**src/rtl/greenhouse_pkg.sv**
```systemverilog
`default_nettype none
// ============================================================================
// Module   : greenhouse_pkg
// Purpose  : Shared types and constants for the greenhouse climate controller.
//            Holds the controller state encoding, the actuator-mode codes and
//            small helpers that decode which actuator a mode permits.
// Revision : 1.0 - initial release
// ============================================================================
package greenhouse_pkg;

    // Controller state; the encoding is visible on state_o.
    typedef enum logic [1:0] {
        ST_IDLE = 2'b00,
        ST_HEAT = 2'b01,
        ST_COOL = 2'b10,
        ST_REST = 2'b11
    } state_t;

    // Actuator mode codes as presented on the mode input.
    localparam logic [1:0] MODE_OFF  = 2'b00;
    localparam logic [1:0] MODE_HEAT = 2'b01;
    localparam logic [1:0] MODE_COOL = 2'b10;
    localparam logic [1:0] MODE_AUTO = 2'b11;

    // Heating is allowed in heat-only and auto modes.
    function automatic logic heat_permitted(input logic [1:0] mode);
        return (mode & MODE_HEAT) != MODE_OFF;
    endfunction

    // Cooling is allowed in cool-only and auto modes.
    function automatic logic cool_permitted(input logic [1:0] mode);
        return (mode & MODE_COOL) != MODE_OFF;
    endfunction

endpackage : greenhouse_pkg
`default_nettype wire

```
**src/rtl/temp_alarm_debounce.sv**
```systemverilog
`default_nettype none
// ============================================================================
// Module   : temp_alarm_debounce
// Purpose  : Debounced threshold alarm. Counts consecutive valid samples that
//            are beyond THRESH (above it when ABOVE=1, below it when ABOVE=0)
//            and raises the alarm once CNT such samples have been seen in a
//            row. Any valid, non-qualifying sample clears count and alarm;
//            cycles without a valid sample leave everything untouched.
// Revision : 1.0 - initial release
// ============================================================================
module temp_alarm_debounce #(
    parameter int TEMP_W = 8,
    parameter int THRESH = 60,
    parameter int CNT    = 4,
    parameter bit ABOVE  = 1'b1
) (
    input  logic              clk,
    input  logic              rst,
    input  logic              sample_valid,
    input  logic [TEMP_W-1:0] temp,
    output logic              alarm
);
    import greenhouse_pkg::*;

    // Counter must be able to hold the value CNT itself.
    localparam int CW = (CNT > 0) ? $clog2(CNT + 1) : 1;
    localparam logic [CW-1:0] C_CNT_MAX = CW'(CNT);

    logic signed [31:0] w_temp_x;
    logic               w_qual;
    logic [CW-1:0]      w_cnt_next;
    logic [CW-1:0]      r_cnt;
    logic               r_alarm;

    // Sign-extend so the threshold compare is a true signed compare.
    assign w_temp_x   = 32'($signed(temp));
    assign w_qual     = ABOVE ? (w_temp_x > THRESH) : (w_temp_x < THRESH);
    assign w_cnt_next = (r_cnt == C_CNT_MAX) ? r_cnt : r_cnt + CW'(1);

    // Consecutive-sample counter with the alarm registered alongside it.
    always_ff @(posedge clk) begin
        if (!rst) begin
            r_cnt   <= '0;
            r_alarm <= 1'b0;
        end else if (sample_valid) begin
            if (w_qual) begin
                r_cnt   <= w_cnt_next;
                r_alarm <= (w_cnt_next == C_CNT_MAX);
            end else begin
                r_cnt   <= '0;
                r_alarm <= 1'b0;
            end
        end
    end

    assign alarm = r_alarm;

endmodule : temp_alarm_debounce
`default_nettype wire

```
**src/rtl/greenhouse_temp_ctrl.sv**
```systemverilog
`default_nettype none
// ============================================================================
// Module   : greenhouse_temp_ctrl
// Purpose  : Single-zone greenhouse climate controller. Compares a sampled
//            signed temperature with a runtime setpoint and hysteresis band,
//            drives mutually exclusive heater/cooler enables with minimum
//            on-time and mandatory rest time, and raises debounced high/low
//            temperature alarms.
// Revision : 1.0 - initial release
// ============================================================================
module greenhouse_temp_ctrl #(
    parameter int TEMP_W    = 8,
    parameter int HYST      = 2,
    parameter int MIN_ON    = 8,
    parameter int MIN_OFF   = 8,
    parameter int ALARM_HI  = 60,
    parameter int ALARM_LO  = -10,
    parameter int ALARM_CNT = 4
) (
    input  logic              clk,
    input  logic              rst,
    input  logic              sample_valid,
    input  logic [TEMP_W-1:0] greenhouse_temp,
    input  logic [TEMP_W-1:0] setpoint,
    input  logic [1:0]        mode,
    output logic              heater_on,
    output logic              cooler_on,
    output logic [1:0]        state_o,
    output logic              alarm_hi,
    output logic              alarm_lo
);
    import greenhouse_pkg::*;

    // One extra bit so setpoint +/- HYST never wraps at the range extremes.
    localparam int XW    = TEMP_W + 1;
    localparam int ON_W  = (MIN_ON  > 1) ? $clog2(MIN_ON)  : 1;
    localparam int OFF_W = (MIN_OFF > 1) ? $clog2(MIN_OFF) : 1;
    localparam logic [ON_W-1:0]  C_ON_LAST  = ON_W'(MIN_ON - 1);
    localparam logic [OFF_W-1:0] C_OFF_LAST = OFF_W'(MIN_OFF - 1);
    localparam logic signed [XW-1:0] C_HYST = XW'(HYST);

    logic signed [XW-1:0] w_temp_x;
    logic signed [XW-1:0] w_sp_x;
    logic signed [XW-1:0] w_band_lo;
    logic signed [XW-1:0] w_band_hi;
    logic                 w_too_cold;
    logic                 w_too_hot;
    logic                 w_heat_done;
    logic                 w_cool_done;
    logic                 w_heat_ok;
    logic                 w_cool_ok;

    state_t               r_state;
    logic [ON_W-1:0]      r_on_cnt;
    logic [OFF_W-1:0]     r_off_cnt;
    logic                 r_heater;
    logic                 r_cooler;

    assign w_temp_x  = {greenhouse_temp[TEMP_W-1], greenhouse_temp};
    assign w_sp_x    = {setpoint[TEMP_W-1], setpoint};
    assign w_band_lo = w_sp_x - C_HYST;
    assign w_band_hi = w_sp_x + C_HYST;

    // Band entry conditions (from IDLE) and exit conditions (from HEAT/COOL).
    assign w_too_cold  = w_temp_x < w_band_lo;
    assign w_too_hot   = w_temp_x > w_band_hi;
    assign w_heat_done = w_temp_x >= w_sp_x;
    assign w_cool_done = w_temp_x <= w_sp_x;

    assign w_heat_ok = heat_permitted(mode);
    assign w_cool_ok = cool_permitted(mode);

    // Controller FSM with registered actuator enables and protection timers.
    always_ff @(posedge clk) begin
        if (!rst) begin
            r_state   <= ST_IDLE;
            r_on_cnt  <= '0;
            r_off_cnt <= '0;
            r_heater  <= 1'b0;
            r_cooler  <= 1'b0;
        end else begin
            case (r_state)
                ST_IDLE: begin
                    // Keep on_cnt at zero so it starts cleared on entry.
                    r_on_cnt  <= '0;
                    r_off_cnt <= '0;
                    if (sample_valid && w_heat_ok && w_too_cold) begin
                        r_state  <= ST_HEAT;
                        r_heater <= 1'b1;
                    end else if (sample_valid && w_cool_ok && w_too_hot) begin
                        r_state  <= ST_COOL;
                        r_cooler <= 1'b1;
                    end
                end

                ST_HEAT: begin
                    // Losing heat permission overrides the minimum on-time.
                    if (!w_heat_ok ||
                        (sample_valid && w_heat_done && r_on_cnt == C_ON_LAST)) begin
                        r_state   <= ST_REST;
                        r_heater  <= 1'b0;
                        r_cooler  <= 1'b0;
                        r_off_cnt <= '0;
                    end else if (r_on_cnt != C_ON_LAST) begin
                        r_on_cnt <= r_on_cnt + ON_W'(1);
                    end
                end

                ST_COOL: begin
                    // Losing cool permission overrides the minimum on-time.
                    if (!w_cool_ok ||
                        (sample_valid && w_cool_done && r_on_cnt == C_ON_LAST)) begin
                        r_state   <= ST_REST;
                        r_heater  <= 1'b0;
                        r_cooler  <= 1'b0;
                        r_off_cnt <= '0;
                    end else if (r_on_cnt != C_ON_LAST) begin
                        r_on_cnt <= r_on_cnt + ON_W'(1);
                    end
                end

                ST_REST: begin
                    // Samples and mode are ignored until the rest time expires.
                    r_on_cnt <= '0;
                    if (r_off_cnt == C_OFF_LAST) begin
                        r_state <= ST_IDLE;
                    end else begin
                        r_off_cnt <= r_off_cnt + OFF_W'(1);
                    end
                end

                default: begin
                    r_state   <= ST_IDLE;
                    r_on_cnt  <= '0;
                    r_off_cnt <= '0;
                    r_heater  <= 1'b0;
                    r_cooler  <= 1'b0;
                end
            endcase
        end
    end

    assign heater_on = r_heater;
    assign cooler_on = r_cooler;
    assign state_o   = r_state;

    temp_alarm_debounce #(
        .TEMP_W (TEMP_W),
        .THRESH (ALARM_HI),
        .CNT    (ALARM_CNT),
        .ABOVE  (1'b1)
    ) u_alarm_hi (
        .clk          (clk),
        .rst          (rst),
        .sample_valid (sample_valid),
        .temp         (greenhouse_temp),
        .alarm        (alarm_hi)
    );

    temp_alarm_debounce #(
        .TEMP_W (TEMP_W),
        .THRESH (ALARM_LO),
        .CNT    (ALARM_CNT),
        .ABOVE  (1'b0)
    ) u_alarm_lo (
        .clk          (clk),
        .rst          (rst),
        .sample_valid (sample_valid),
        .temp         (greenhouse_temp),
        .alarm        (alarm_lo)
    );

endmodule : greenhouse_temp_ctrl
`default_nettype wire

```
**config.mk**
```make
export PLATFORM = sky130hd
export DESIGN_NAME = greenhouse_temp_ctrl
export DESIGN_NICKNAME = d
export VERILOG_FILES = /design/src/rtl/greenhouse_pkg.sv /design/src/rtl/temp_alarm_debounce.sv /design/src/rtl/greenhouse_temp_ctrl.sv
export SDC_FILE = /design/constraint.sdc
export NUM_CORES = 1
export LEC_CHECK = 0
export CAP_MARGIN = 10
export CELL_PAD_IN_SITES_DETAIL_PLACEMENT = 1
export CELL_PAD_IN_SITES_GLOBAL_PLACEMENT = 1
export CORE_MARGIN = 2
export CORE_UTILIZATION = 40
export DETAILED_ROUTE_END_ITERATION = 10
export GPL_TIMING_DRIVEN = 0
export PLACE_DENSITY = 0.84
export SETUP_SLACK_MARGIN = 0.2
export SLEW_MARGIN = 0
export SYNTH_ARGS = -nofsm -noshare
export SYNTH_HDL_FRONTEND = slang
export SYNTH_HIERARCHICAL = 1
export SYNTH_SLANG_ARGS = --single-unit
export TNS_END_PERCENT = 10
```
**constraint.sdc**
```tcl
create_clock -name clk -period 3.7 [get_ports clk]
set_clock_uncertainty 0.15 [all_clocks]
set_input_delay 0.555 -clock clk [delete_from_list [all_inputs] [get_ports clk]]
set_output_delay 0.555 -clock clk [all_outputs]
set_load 0.01 [all_outputs]
```
## Yosys cells after proc, flatten, opt, wreduce, memory -nomap -nowiden

Index checks and enable logic that the tools add are counted.

- Bits in registers: 18
- Output and inout bits: 6

- Reductions and logical operators: 20
- Order comparisons: 6
- Eq/ne operators: 20
- Add/subtract/negate cells: 6
- Mux-type cells: 27

Operators with widths:

| kind | count |
|---|---|
| $mux W3 | 10 |
| $eq A3 B3 Y1 const B | 6 |
| $ne A2 B2 Y1 const B | 9 |
| $add A3 B1 Y3 const B | 4 |
| $pmux W3 S4 | 1 |
| $mux W2 | 5 |
| $add A8 B3 Y9 const B | 1 |
| $gt A8 B9 Y1 | 1 |
| $lt A8 B9 Y1 | 1 |
| $pmux W3 S3 | 1 |
| $sub A8 B3 Y9 const B | 1 |
| $ge A8 B8 Y1 | 1 |
| $gt A8 B7 Y1 const B | 1 |
| $le A8 B8 Y1 | 1 |
| $logic_and A1 B1 Y1 | 8 |
| $lt A8 B5 Y1 const B | 1 |
| $pmux W2 S4 | 1 |
| $reduce_and A4 Y1 | 2 |
| $mux W1 | 7 |
| $ne A3 B3 Y1 const B | 2 |
| $pmux W1 S3 | 2 |
| $reduce_and A5 Y1 | 1 |
| $eq A2 B2 Y1 const B | 2 |
| $reduce_and A3 Y1 | 1 |
| other kinds (7) | 9 |

## Logic depth before layout (Yosys ltp)

- Depth after elaboration: 6
- Gate-level depth with buffers: 13
- Depth with buffers taken out: 13

## Cells and area by module

Netlist, hierarchy kept.

By module, submodules not included:

| module | cells an instance | instances | area each (um2) |
|---|---|---|---|
| greenhouse_temp_ctrl | 181 | 1 | 1453.9 |
| temp_alarm_debounce (u_alarm_hi) | 29 | 1 | 251.5 |
| temp_alarm_debounce (u_alarm_lo) | 30 | 1 | 247.7 |

## Worst setup path after synthesis

OpenSTA, ideal clock, no wires.

- Path kind: in2reg
- From: input port setpoint[3]
- To: register r_state[1], in the netlist state_o[1]
- Arrival time: 2812 ps
- Stages on the path: 13
- Library setup time: 115 ps
- Path slack: 623 ps
- Buffers on the path: 1
- Required time: 3435 ps
- Cells stage by stage: clkbuf_1 -> nor3_1 -> nand2_1 -> nor3_1 -> nor2_1 -> ha_1 -> nor2b_1 -> nor2_1 -> a311o_1 -> o21ai_0 -> o21ai_0 -> o21a_1 -> o21a_1

- Longest elaborated chain between the ends: 6
- Elaborated cells between the ends (all ways): 20
- Those cells by class: add/sub (2); order compare (4); eq/ne (3); mux (2); reduce/logical (9)

RTL lines:

| what | RTL line | text |
|---|---|---|
| start: declaration | greenhouse_temp_ctrl.sv:24 | `input logic [TEMP_W-1:0] setpoint,` |
| branches (longest 6 deep; another with $sub A8 B3 Y9) | - |  |
| end signal: assignment | greenhouse_temp_ctrl.sv:113 | `r_state <= ST_REST;` |
| end signal: assignment | greenhouse_temp_ctrl.sv:126 | `r_state <= ST_IDLE;` |
| end signal: assignment | greenhouse_temp_ctrl.sv:133 | `r_state <= ST_IDLE;` |
| end: declaration | greenhouse_temp_ctrl.sv:53 | `state_t r_state;` |

Several ways; the timed one is not identified.
A chain may end at the register's enable or synchronous reset.

## Worst setup path after layout

- From: input port setpoint[5]
- To: register r_heater, in the netlist heater_on

- Longest elaborated chain between the ends: 6
- Elaborated cells between the ends (all ways): 15
- Those cells by class: add/sub (1); order compare (3); eq/ne (3); reduce/logical (8)

RTL lines:

| what | RTL line | text |
|---|---|---|
| branches (longest 5 deep; another with $sub A8 B3 Y9) | - |  |
| $reduce_and A4 Y1 (no line) (*) | - |  |
| end signal: assignment | greenhouse_temp_ctrl.sv:101 | `r_heater <= 1'b0;` |
| end signal: assignment | greenhouse_temp_ctrl.sv:114 | `r_heater <= 1'b0;` |
| end signal: assignment | greenhouse_temp_ctrl.sv:136 | `r_heater <= 1'b0;` |
| end: declaration | greenhouse_temp_ctrl.sv:56 | `logic r_heater;` |

Every way passes the cells marked *.

==> flow_summary.ini <==
[worst_setup_path]
cp-end-kind = flop
rrSetupSlack_ps = 1260
reg2reg_depth = 9
crit_slowest_cell = clkdlybuf4s50_1
critPathLaunchType = input port
crit_chain = clkdlybuf4s50_1, inv_1, ha_1, a21o_1, a2111oi_4, a21oi_2, or3_1, buf_6, nor3b_1, mux2i_1
r2r_end = heater_on
rr_startpoint = r_on_cnt[0]
worstSetupPathType = input port to flop
worstPathMaxFanout = 10
arrival_ps = 3310
required_ps = 3730
slowest_delay_ps = 510

[clocking]
cts_tree = done
cts_max_path_buffers = 2
cts-root-buf = clkbuf_8
clock-sinks = 18
htree_levels = 1
path_clk_slew_ps = 70
clk_latency_ps = 250
ctsHoldBuffers = 0
cts_made_buffers = 3

[sta]
period_minus_slack_ps = 3280
finalSetupViolations = 0
drv_slew = 0
hold_violations = 0
relSlewSlack_pct = 53.8
finalCritPeriodShare_pct = 88.7
rsz0062_at_grt = true
max_freq_mhz = 305
worst_slew_pin_slew_ps = 690
fin_hold_ws_ps = 313

[floorplanning]
row_count = 25
start_util_pct = 41.4
placeableCoreArea_um2 = 4720
die_area_um2 = 5460
io_pins = 27
fp.dieW_um = 73.9
die_h_um = 73.9

[min_path]
min_path_cells = 2
hold_path_end = heater_on
hold_path.class = flop to flop
min_from = heater_on

[synthesis]
ys.flop_type = dfxtp_1
synth_area_um2 = 1950
synth_nets = 298
yosysWarnings = 6
synth_edf_count = 0
syn_avg_cell_area_um2 = 8.14
synthCells = 240
async_reset_ff_share_pct = 0
ys_ff_latch = 18
ys_seq_area_share_pct = 18.4
yosysUniqueCellTypes = 53

[job]
maxCapViolCount = 0

[grt]
grt_max_degree = 22
grt_pass1_vias = 1949
grt_usage_pct = 20.5
antenna_found_initial = 0
grt_pass1_wl_um = 8810
overflow = 0

[final_layout]
register_area_um2 = 360
fin_nets = 329
fin_util_pct = 50.2
antenna_cells = 0
synthToLayoutAreaGrowth_pct = 21.5
multi_input_area_um2 = 1540
drive_above_1_share_pct = 9.29
nFillCells = 598

[pwr]
p_leak_nw = 0.953
power.density_nw_per_um2 = 316
vdd_drop_max_uv = 135

[drt]
drcViolationCount = 0
routed_wl_um = 5020
route.vias.total = 1858
ant_nets = 0
wl_per_cell_um = 14.9
dr.pass1.iters = 4
vias_per_cell = 5.53
drt_iter0_markers = 67

[placement]
dpl.hpwl_um = 4040
io_buffers = 25
place.gp.congestion = 0.795

[outcome]
status = completed
-- Yosys cell counts (2+ instances only) --
library cell,n,area [um^2]
ha_1,37,463
nand2_1,22,82.6
dfxtp_1,18,360
inv_1,17,63.8
nand3_1,17,85.1
o21ai_0,12,60.1
xnor2_1,11,96.3
a21boi_0,10,75.1
nor2_1,8,30.0
a21oi_1,7,35.0
nor3_1,7,35.0
nand3b_1,5,37.5
nor2b_1,5,31.3
o21a_1,5,37.5
o21ai_1,4,20.0
nand2b_1,3,18.8
nor3b_1,3,22.5
o211ai_1,3,22.5
o31ai_1,3,22.5
a21o_1,2,15.0
a21oi_2,2,17.5
a31oi_1,2,12.5
and4_1,2,17.5
clkbuf_1,2,7.51
mux2i_1,2,20.0
o2111ai_1,2,17.5
or2_2,2,12.5
or3_1,2,12.5
-- registers in the layout (all words and copies together) (netlist names) --
register / cells
cooler_on: 1
heater_on: 1
r_off_cnt: 3
r_on_cnt: 3
state_o: 2
u_alarm_hi/alarm: 1
u_alarm_hi/r_cnt: 3
u_alarm_lo/alarm: 1
u_alarm_lo/r_cnt: 3
-- critical path, delay by kind of cell --
family	cells	cell delay (ps)
compound gates	3	760
buf+inv	3	800
mux	1	210
simple gates	2	660
fa+ha+maj	1	320
-- logic make-up (layout without fill, tap and decap cells) --
family / Yosys count / after routing / share of synthesized area (%)
simple gates: 89 / 89 / 24.9
compound gates: 62 / 62 / 22.6
fa+ha+maj: 37 / 37 / 23.7
buf+inv: 21 / 50 / 4.42
flops: 18 / 18 / 18.4
xor+xnor: 11 / 11 / 4.93
mux: 2 / 2 / 1.03
-- layer usage --
layer / wire length (um) / GRT usage [%]
met2: 2510 / 37.9
met3: 89 / 2.47
met4: 59 / 4.04
met1: 2360 / 25.1
met5: 0 / 0
-- cell usage in the layout, fill, tap and decap left out, drive strengths merged, types with 3 or more instances in the layout --
master,synthesis,layout
a21boi,11,11
a21oi,9,9
and4,3,3
clkbuf,2,5
clkdlybuf4s50,0,23
dfxtp,18,18
ha,37,37
inv,18,18
nand2,23,23
nand2b,3,3
nand3,17,17
nand3b,5,5
nor2,8,8
nor2b,5,5
nor3,7,7
nor3b,3,3
o211ai,3,3
o21a,5,5
o21ai,17,17
o31ai,3,3
or2,3,3
xnor2,11,11
-- how the worst max path moves through the flow --
stage	endpoint	start
global placement	state_o[1]	setpoint[1]
detailed placement	state_o[1]	setpoint[2]
global route	cooler_on	setpoint[5]
floorplan	state_o[1]	setpoint[3]
CTS	state_o[1]	setpoint[2]
finish	heater_on	setpoint[5]
-- layout make-up --
type | count | area share [%]
Buffer | 3 | 0.791
Clock buffer | 3 | 1.74
Inverter | 18 | 2.85
Multi-Input combinational cell | 201 | 64.8
Sequential cell | 18 | 15.2
Tap cell | 67 | 3.53
Timing Repair Buffer | 26 | 11.1
-- per-stage QoR --
stage	TNS (ps)	total power [W]	setup slack [ps]	std cells	instance area, um^2
after floorplan	0	0.000466	623	240	1950
after global placement	-20.5	0.000575	-20.5	332	2290
after detailed placement	-236	0.000593	-139	332	2290
after CTS	0	0.000745	214	336	2350
after global routing	0	0.000808	166	336	2370
final	0	0.000749	420	336	2370
-- timing repair --
action	4_1_cts	5_1_grt
pin swaps	2	0
gates resized for setup	4	9
setup buffers	1	0
hold endpoints to repair	0	0
endpoints found under the setup margin	2	5
-- power by group --
| part | switching, W | leakage, nW | internal [W] |
|---|---|---|---|
| registers | 0.0000185 | 0.146 | 0.000214 |
| clock network | 0.0000652 | 0.0216 | 0.0000724 |
| logic | 0.000201 | 0.786 | 0.000178 |
| total | 0.000285 | 0.953 | 0.000465 |
Power figures use the tool's default switching activity.
